**config.mk**
```make
export PLATFORM = sky130hd
export DESIGN_NAME = tile_rom_responder
export DESIGN_NICKNAME = d
export VERILOG_FILES = /design/src/rtl/tile_rom_pkg.sv /design/src/rtl/tile_rom_responder.sv
export SDC_FILE = /design/constraint.sdc
export NUM_CORES = 1
export LEC_CHECK = 0
export CAP_MARGIN = 10
export CORE_ASPECT_RATIO = 1.25
export CORE_MARGIN = 2
export CORE_UTILIZATION = 45
export CTS_CLUSTER_DIAMETER = 50
export DETAILED_ROUTE_END_ITERATION = 8
export PLACE_DENSITY = 0.8
export SYNTH_ARGS = -nofsm -noshare
export SYNTH_HDL_FRONTEND = slang
export SYNTH_SLANG_ARGS = --single-unit
```
**constraint.sdc**
```tcl
create_clock -name CLK_32M -period 1.5 [get_ports CLK_32M]
set_clock_uncertainty 0.05 [all_clocks]
set_input_delay 0.225 -clock CLK_32M [delete_from_list [all_inputs] [get_ports CLK_32M]]
set_output_delay 0.225 -clock CLK_32M [all_outputs]
set_load 0.05 [all_outputs]
```
**src/rtl/tile_rom_pkg.sv**
```systemverilog
// tile_rom_pkg: shared widths, pending-slot type and FSM states for tile_rom_responder.
package tile_rom_pkg;
  localparam int IDX_W  = 20;
  localparam int DATA_W = 32;
  typedef struct packed {
    logic [IDX_W-1:0] addr;
  } rom_req_t;
  typedef enum logic {IDLE, BUSY} state_t;
endpackage

```
**src/rtl/tile_rom_responder.sv**
```systemverilog
// tile_rom_responder: bridges one tile layer's ROM fetch port onto an SDRAM controller channel.
// Optional one-entry row cache enabled by TILE_ROM_RESP_CACHE_EN.
module tile_rom_responder
  import tile_rom_pkg::*;
#(
  parameter logic [24:0] BASE_ADDR = 25'h0,
  parameter int          ADDR_W    = 25
) (
  input  logic              CLK_32M,
  input  logic              RESET_N,
  input  logic              sdr_req,
  input  logic [IDX_W-1:0]  sdr_addr,
  output logic [DATA_W-1:0] sdr_data,
  output logic              sdr_rdy,
  input  logic              rom_loading,
  output logic [ADDR_W-1:0] ram_addr,
  output logic              ram_req,
  input  logic              ram_ack,
  input  logic [DATA_W-1:0] ram_data,
  output logic              overrun
);
  state_t state_q, state_d;
  logic [ADDR_W-1:0] ram_addr_q, ram_addr_d;
  logic [DATA_W-1:0] sdr_data_q, sdr_data_d;
  logic sdr_rdy_q, sdr_rdy_d, overrun_q, overrun_d, pend_vld_q, pend_vld_d;
  rom_req_t pend_q, pend_d;
  logic hit;
  logic [DATA_W-1:0] hit_data;

  function automatic logic [ADDR_W-1:0] map_addr(input logic [IDX_W-1:0] a);
    return ADDR_W'(BASE_ADDR) + ADDR_W'({a, 2'b00});
  endfunction

`ifdef TILE_ROM_RESP_CACHE_EN
  logic c_vld_q, c_vld_d;
  logic [IDX_W-1:0] c_idx_q, c_idx_d, cur_q, cur_d;
  logic [DATA_W-1:0] c_data_q, c_data_d;
  // a hit right after a completion is sent to SDRAM so sdr_rdy never pulses twice in a row
  assign hit      = c_vld_q && (c_idx_q == sdr_addr) && !pend_vld_q && !sdr_rdy_q;
  assign hit_data = c_data_q;
  always_comb begin
    cur_d    = (state_q == IDLE && !rom_loading) ? (pend_vld_q ? pend_q.addr : sdr_addr) : cur_q;
    c_vld_d  = rom_loading ? 1'b0 : (state_q == BUSY && ram_ack) ? 1'b1 : c_vld_q;
    c_idx_d  = (state_q == BUSY && ram_ack) ? cur_q : c_idx_q;
    c_data_d = (state_q == BUSY && ram_ack) ? ram_data : c_data_q;
  end
  always_ff @(posedge CLK_32M or negedge RESET_N) begin
    if (!RESET_N) begin
      c_vld_q  <= 1'b0;
      c_idx_q  <= '0;
      c_data_q <= '0;
      cur_q    <= '0;
    end else begin
      c_vld_q  <= c_vld_d;
      c_idx_q  <= c_idx_d;
      c_data_q <= c_data_d;
      cur_q    <= cur_d;
    end
  end
`else
  assign hit      = 1'b0;
  assign hit_data = '0;
`endif

  always_comb begin
    state_d    = state_q;
    ram_addr_d = ram_addr_q;
    sdr_data_d = sdr_data_q;
    sdr_rdy_d  = 1'b0;
    overrun_d  = overrun_q;
    pend_vld_d = pend_vld_q;
    pend_d     = pend_q;
    if (state_q == IDLE) begin
      if (!rom_loading && pend_vld_q) begin
        state_d    = BUSY;
        ram_addr_d = map_addr(pend_q.addr);
        pend_vld_d = sdr_req;
        if (sdr_req) pend_d.addr = sdr_addr;
      end else if (sdr_req && !rom_loading && hit) begin
        sdr_rdy_d  = 1'b1;
        sdr_data_d = hit_data;
      end else if (sdr_req && !rom_loading) begin
        state_d    = BUSY;
        ram_addr_d = map_addr(sdr_addr);
      end else if (sdr_req) begin
        pend_vld_d  = 1'b1;
        pend_d.addr = sdr_addr;
        overrun_d   = overrun_q | pend_vld_q;
      end
    end else begin
      if (sdr_req) begin
        pend_vld_d  = 1'b1;
        pend_d.addr = sdr_addr;
        overrun_d   = overrun_q | pend_vld_q;
      end
      if (ram_ack) begin
        sdr_data_d = ram_data;
        sdr_rdy_d  = 1'b1;
        state_d    = IDLE;
      end
    end
  end

  always_ff @(posedge CLK_32M or negedge RESET_N) begin
    if (!RESET_N) begin
      state_q    <= IDLE;
      ram_addr_q <= '0;
      sdr_data_q <= '0;
      sdr_rdy_q  <= 1'b0;
      overrun_q  <= 1'b0;
      pend_vld_q <= 1'b0;
      pend_q     <= '0;
    end else begin
      state_q    <= state_d;
      ram_addr_q <= ram_addr_d;
      sdr_data_q <= sdr_data_d;
      sdr_rdy_q  <= sdr_rdy_d;
      overrun_q  <= overrun_d;
      pend_vld_q <= pend_vld_d;
      pend_q     <= pend_d;
    end
  end

  assign ram_req  = (state_q == BUSY);
  assign ram_addr = ram_addr_q;
  assign sdr_data = sdr_data_q;
  assign sdr_rdy  = sdr_rdy_q;
  assign overrun  = overrun_q;
endmodule

```
* After elaboration in Yosys (flattened, before gate mapping) *
Index checks and enable logic that the tools add are counted.
W data, S select, Z words.

storage, ports and cells
  flip-flop bits (word level) = 81
  output and inout port bits = 60

cells by class
  equal/unequal tests = 3
  mux-type cells = 20
  bitwise operators = 2
  reductions and logical operators = 7

operators by type and width
  operator              number
  $mux W20              4
  $mux W25              2
  $mux W1               14
  $reduce_and A2 Y1     3
  $ne A2 B2 Y1 const B  2
  $ne A3 B3 Y1 const B  1
  $logic_and A1 B1 Y1   2
  $reduce_bool A2 Y1    1
  $logic_not A1 Y1      1
  $not A1 Y1            1
  $or A1 B1 Y1          1

* Depth between registers and ports, before layout *
Gate-level depths: netlist of the first run.

  depth in word-level cells = 5
  mapped depth = 4
  gate-level depth less buffers = 3

* Worst setup path before layout of the first run *
OpenSTA, ideal clock, no wires.

  kind = register to register
  start point = reg state_q, in the netlist ram_req
  end point = reg pend_q[0] (netlist name)
  setup time = 0.125 ns
  data arrival time = 1.490 ns
  required time = 1.325 ns
  setup slack = -0.165 ns
  stages on the path, launching flop included = 4
  buffers on the path = 1
  cells stage by stage = dfrtp_1 > o31ai_1 > buf_4 > mux2_2

on the way
  cells in the longest elaborated chain, start to end = 1

ends and longest elaborated chain
  item                                                              RTL line                   text
  start, declared                                                   tile_rom_responder.sv:22   state_t state_q, state_d;
  start signal, assigned                                            tile_rom_responder.sv:114  state_q <= state_d;
  $ne A3 B3 Y1 (no source line) / $mux W20 (equally long branches)  --
  end signal, assigned                                              tile_rom_responder.sv:120  pend_q <= pend_d;
  end, declared                                                     tile_rom_responder.sv:26   rom_req_t pend_q, pend_d;

Several ways; a longest one is shown, not always the timed one.
A chain may end at the register's enable or synchronous reset.

* Worst setup path in the final report of the first run *
  start point = in rom_loading
  end point = reg pend_q[7] (netlist name)

on the way
  cells in the longest elaborated chain, start to end = 4

ends and longest elaborated chain
  item                 RTL line                                            text
  start, declared      tile_rom_responder.sv:15                            input logic rom_loading,
  $logic_not A1 Y1 *   tile_rom_responder.sv:74, tile_rom_responder.sv:82
  $logic_and A1 B1 Y1  tile_rom_responder.sv:74                            if (!rom_loading && pend_vld_q) begin
  $mux W20             tile_rom_responder.sv:74
  $mux W20             tile_rom_responder.sv:73                            if (state_q == IDLE) begin

Mark *: on every way between the ends. The rest lies on a longest branch, timed or not.

==> results.ini, run 1 <==
[logic_synthesis]
avgSynthCellArea_um2=16.9
ys_ff_latch=76
synthesis.area_mm2=0.00329
synth_edf_count=0
synth-async-reset-ratio_pct=100
synthTopCellsByCount=dfrtp_1 (76), mux2_2 (52), mux2_4 (40), buf_4 (7), buf_6 (4)
yosysWarnings=0
synth_flop_cell=dfrtp_1
synth_area_leaders=dfrtp_1 (58%), mux2_4 (18%), mux2_2 (18%), buf_4 (1.6%), buf_6 (1.4%)
seq_area_frac_synth_pct=57.9
yosysMostFrequentCell=dfrtp_1
yosys.area.top_type_share_pct=57.9
synthCells=195
yosys.area.top_type=dfrtp_1
yosysUniqueCellTypes=17

[floorplanning]
floorplan.initialDensity_pct=46.8
die_area_mm2=0.00801
dieWidth_um=80.4
dieHeight_um=99.6
ios=117
core_mm2=0.00702
rows=34

[clock_network]
htreeDepth=3
insertion_delay_ns=0.33
cts_setup_buffers=0
numCtsBuffers=9
clk_path_buf_depth=2
cts_tree=built
cts_num_sinks=76
clock-root-buffer=clkbuf_8
path_clk_slew_ns=0.08

[routing]
vias=2041
final_antenna_net_count=0
drt_iter0_markers=41
finalWirelength_mm=7.14
drcViolationCount=0
viasPerCell=4.92
post_drt_wl_per_cell_um=17.2
drt_first_pass_iters=4

[power]
ir_drop_mv=1.29
powerDensity_mw_per_mm2=2050
power_leakage_uw=0.00244

[grt]
grtUsageTotal_pct=18.4
grt_pass1_vias=2235
grt.overflow.total=0
grt_pass1_wl_mm=11.0
antenna_found_initial=0
grt_start_max_net_pins=38

[sta]
tns_ns=0
slew_viol_final=0
post-route-min-period_ns=1.50
hold_viol_final=0
fmax_mhz=668
fin_crit_sh_pct=99.8
rsz0062_at_grt=yes
setup_violations=0

[place]
dp_hpwl_mm=5.31
dp_cells=398
gp_congestion=0.694
placed_cell_area_mm2=0.00512
port_buffers=111

[cells_and_area]
antennaDiodeCount=0
final_area_mm2=0.00538
fin_nets=377
stdcell_count=415
area_growth_pct=63.7
drive_gt1_share_pct=55.7
finish.utilization_pct=76.7

[critical_path]
reg2reg_to=ram_addr[8]
slowest_delay_ns=0.43
crit_family=buffers and inverters
cp.arrival_ns=1.66
slowest_stage=clkdlybuf4s50_1
crit_chain=clkdlybuf4s50_1 -> buf_4 -> o31ai_4 -> buf_12 -> mux2_2
end_kind=flop
reg2regPathDepth=3
r2r_start=ram_req
worst-setup-path-type=input port to flop
cp.buffers_inverters=3
cp_max_fo=20
required_ns=1.67
reg2reg_slack_ns=0.04
critical_path.startpoint_type=input port

[run]
maxCapViolCount=0

[hold_path]
hold_class=input port to asynchronous set/reset pin

[outcome]
run_status=complete, no violations

==> layout by cell type (no fill, tap or decap), drive strengths merged, types with 2 or more instances in the layout <==
cell | netlist | layout
conb | 1 | 5
nand2 | 2 | 2
clkdlybuf4s50 | 0 | 55
mux2 | 92 | 92
bufinv | 0 | 3
clkbuf | 0 | 12
nor2 | 2 | 2
inv | 2 | 2
dfrtp | 76 | 76
buf | 14 | 68
==> registers in the layout, indices dropped and copies added (netlist names) <==
register	count
pend_vld_q	1
ram_addr	20
ram_req	1
sdr_rdy	1
pend_q	20
sdr_data	32
overrun	1
==> power breakdown <==
part / internal [µW] / total (µW) / switching [µW]
Clock: 1200 / 1900 / 701
Combinational: 3050 / 5750 / 2700
Sequential: 2690 / 3370 / 679
==> area by class of cell <==
type	count	area (µm²)
Fill cell	411	1640
Clock inverter	4	95.1
Tap cell	90	113
Multi-Input combinational cell	107	1300
Timing Repair Buffer	124	1810
Sequential cell	76	1900
Inverter	2	7.51
Clock buffer	12	155
==> cells by family after synthesis <==
logic type,Yosys count,synth area share [%]
other cells,1,0.114
compound gates,4,0.838
mux,92,36.1
buf+inv,16,3.65
simple gates,6,1.45
flops,76,57.9
==> timing repair <==
item / CTS / global route
gates resized for setup: 0 / 2
setup endpoints to repair: 8 / 26
hold buffers: 1 / 0
hold endpoints to repair: 27 / 0
==> routing by layer <==
metal  wire length, µm  GRT usage (%)
met2              4020           33.1
met3               395           5.44
met1              2600           19.9
met4               119           7.30
met5                 0              0
==> worst max path at each step <==
stage | start | cells past startpoint | to | slack [ns]
2_1_floorplan | ram_req | 3 | pend_q[0] | 0.02
3_3_place_gp | rom_loading | 5 | pend_q[0] | -0.30
3_5_place_dp | rom_loading | 5 | pend_q[7] | -0.36
4_1_cts | pend_vld_q | 4 | ram_addr[8] | -0.02
5_1_grt | ram_req | 3 | ram_addr[8] | -0.005
6_report | rom_loading | 5 | pend_q[7] | 0.003
==> through the flow <==
stage                     hold slack (ns)  setup slack, ns  total power [µW]
after global routing                0.328         -0.00457             11400
after floorplan                    -0.121           0.0216              6090
after detailed placement            0.126           -0.358              9180
after global placement              0.120           -0.296              9050
final                               0.305          0.00306             11000
after CTS                           0.292          -0.0194             11100
Note: power is estimated with default switching activity, not from simulation.
==> run 2, diff against run 1 <==
Settings changed: CELL_PAD_IN_SITES_DETAIL_PLACEMENT set to 1, CELL_PAD_IN_SITES_GLOBAL_PLACEMENT set to 2, CORE_MARGIN 2 to 10, CORE_UTILIZATION 45 to 30, PLACE_DENSITY 0.8 to 0.79.
==> results.ini, run 2 (synthesis results as in run 1) <==
[outcome]
run_status=finished, violations left
violations=negative setup slack

[place]
dp_hpwl_mm=6.48  ; +22%
gp_congestion=0.710  ; +2.4%
pre_cts_ws_ns=-0.416  ; -0.0584 ns
placed_cell_area_mm2=0.00520  ; +1.7%
port_buffers=111  ; unchanged
dp_cells=441  ; +11%

[critical_path]
cp.buffers_inverters=3  ; unchanged
required_ns=1.66  ; about the same
path_common_cell=buf_4
slowest_delay_ns=0.44  ; about the same
worst-setup-path-type=flop to flop
cp.arrival_ns=1.70  ; +0.04 ns
crit_family=buffers and inverters
end_kind=flop
critical_path.startpoint_type=flop
crit_chain=buf_12 -> nor3_4 -> buf_4 -> buf_4 -> mux2_4
slowest_stage=dfrtp_2
cp_max_fo=5  ; -75%

[sta]
hold_viol_final=0  ; unchanged
setup_violations=24  ; +24
rsz0062_at_grt=yes
fin_crit_sh_pct=103  ; +2.8 points
post-route-min-period_ns=1.54  ; +0.0422 ns
tns_ns=-0.590  ; -0.590 ns
slew_viol_final=0  ; unchanged
fmax_mhz=650  ; -2.7%
timing.final.ws_setup_ns=-0.0391  ; -0.0422 ns

[power]
powerDensity_mw_per_mm2=2020  ; -1.3%
power_leakage_uw=0.00264  ; +8.2%
ir_drop_mv=0.849  ; -34%

[floorplanning]
ios=117  ; unchanged
core_mm2=0.0107  ; +52%
floorplan.initialDensity_pct=30.8  ; -16 points
die_area_mm2=0.0156  ; +94%
rows=42  ; +24%
dieWidth_um=114  ; +41%
dieHeight_um=137  ; +38%

[clock_network]
clk_path_buf_depth=2  ; unchanged
clock-root-buffer=clkbuf_16
cts_tree=built
insertion_delay_ns=0.33  ; about the same
cts_num_sinks=76  ; unchanged
htreeDepth=3  ; unchanged
path_clk_slew_ns=0.06  ; -0.02 ns
numCtsBuffers=9  ; unchanged

[routing]
drt_iter0_markers=42  ; +2.4%
drcViolationCount=0  ; unchanged
finalWirelength_mm=8.98  ; +26%
vias=2077  ; +1.8%
post_drt_wl_per_cell_um=19.3  ; +12%
viasPerCell=4.46  ; -9.4%
final_antenna_net_count=0  ; unchanged
drt_first_pass_iters=4  ; unchanged

[cells_and_area]
final_area_mm2=0.00574  ; +6.6%
area_growth_pct=74.6
layout_commonest_cell=dfrtp_1
fin_nets=387  ; +2.7%
largest_reg_flops=32  ; unchanged
drive_gt1_share_pct=56.3  ; +0.60 points
antennaDiodeCount=0  ; unchanged
stdcell_count=466  ; +12%
finish.utilization_pct=53.8  ; -23 points
final_cell_mix=dfrtp_1 (74), buf_12 (62), mux2_4 (60)

[run]
maxCapViolCount=0  ; unchanged

[grt]
grtUsageTotal_pct=10.9  ; -7.5 points
antenna_found_initial=0  ; unchanged
grt_pass1_vias=2400  ; +7.4%
grt.overflow.total=0  ; unchanged
grt_pass1_wl_mm=13.2  ; +20%
grt_start_max_net_pins=35  ; -7.9%

[hold_path]
hold_class=input port to asynchronous set/reset pin

## run 2: changes by cell type in the layout (fill, tap and decap cells not counted), moves of 3 or more
cell,previous run,this run
mux2_2,51,32
mux2_4,41,60
clkbuf_16,0,11
clkbuf_8,11,0
buf_12,59,62
buf_6,0,3
clkbuf_1,1,4
## run 2: metrics by stage
step / hold WS (ns) / power [µW]
global route: 0.287 / 12000
finish: 0.272 / 11600
floorplan: -0.121 / 6090
detailed placement: 0.0779 / 9260
CTS: 0.265 / 11600
global placement: 0.0740 / 9150
## run 2: layout make-up
cell class	instances	area, µm²
Inverter	2	7.51
Clock inverter	2	60.1
Tap cell	132	165
Timing Repair Buffer	134	1990
Sequential cell	76	1900
Fill cell	994	4930
Clock buffer	13	240
Multi-Input combinational cell	107	1370
## run 2: metal layers
metal  global-route usage (%)  part of all wire (%)  up-vias
met5                        0                     0        -
li1                         -                     -      941
met1                     11.2                    37     1058
met3                     5.91                   9.3       10
met2                     18.0                    52       68
met4                     4.66                   1.4        0
## run 2: timing repair
action,4_1_cts,5_1_grt
pin swaps,1,2
gates resized for setup,10,17
hold endpoints to repair,16,0
setup buffers,3,3
endpoints found under the setup margin,40,44
cloned,1,2
hold buffers,1,0
## run 2: path summary, 6_finish.rpt
check,startpoint,end,slack (ns),cells after the start
setup / recovery,ram_req,ram_addr[20],-0.04,5
hold / removal,RESET_N,ram_addr[17],0.27,2
setup reg to reg,ram_req,ram_addr[20],-0.04,5
hold reg to reg,pend_q[4],pend_q[4],0.46,1
max in group asynchronous,RESET_N,sdr_data[0],0.62,3
min in group CLK_32M,rom_loading,overrun,0.40,4
## run 2: power breakdown
group,switching [µW],internal [µW]
combinational,2770,3220
clock,784,1450
sequential,677,2690
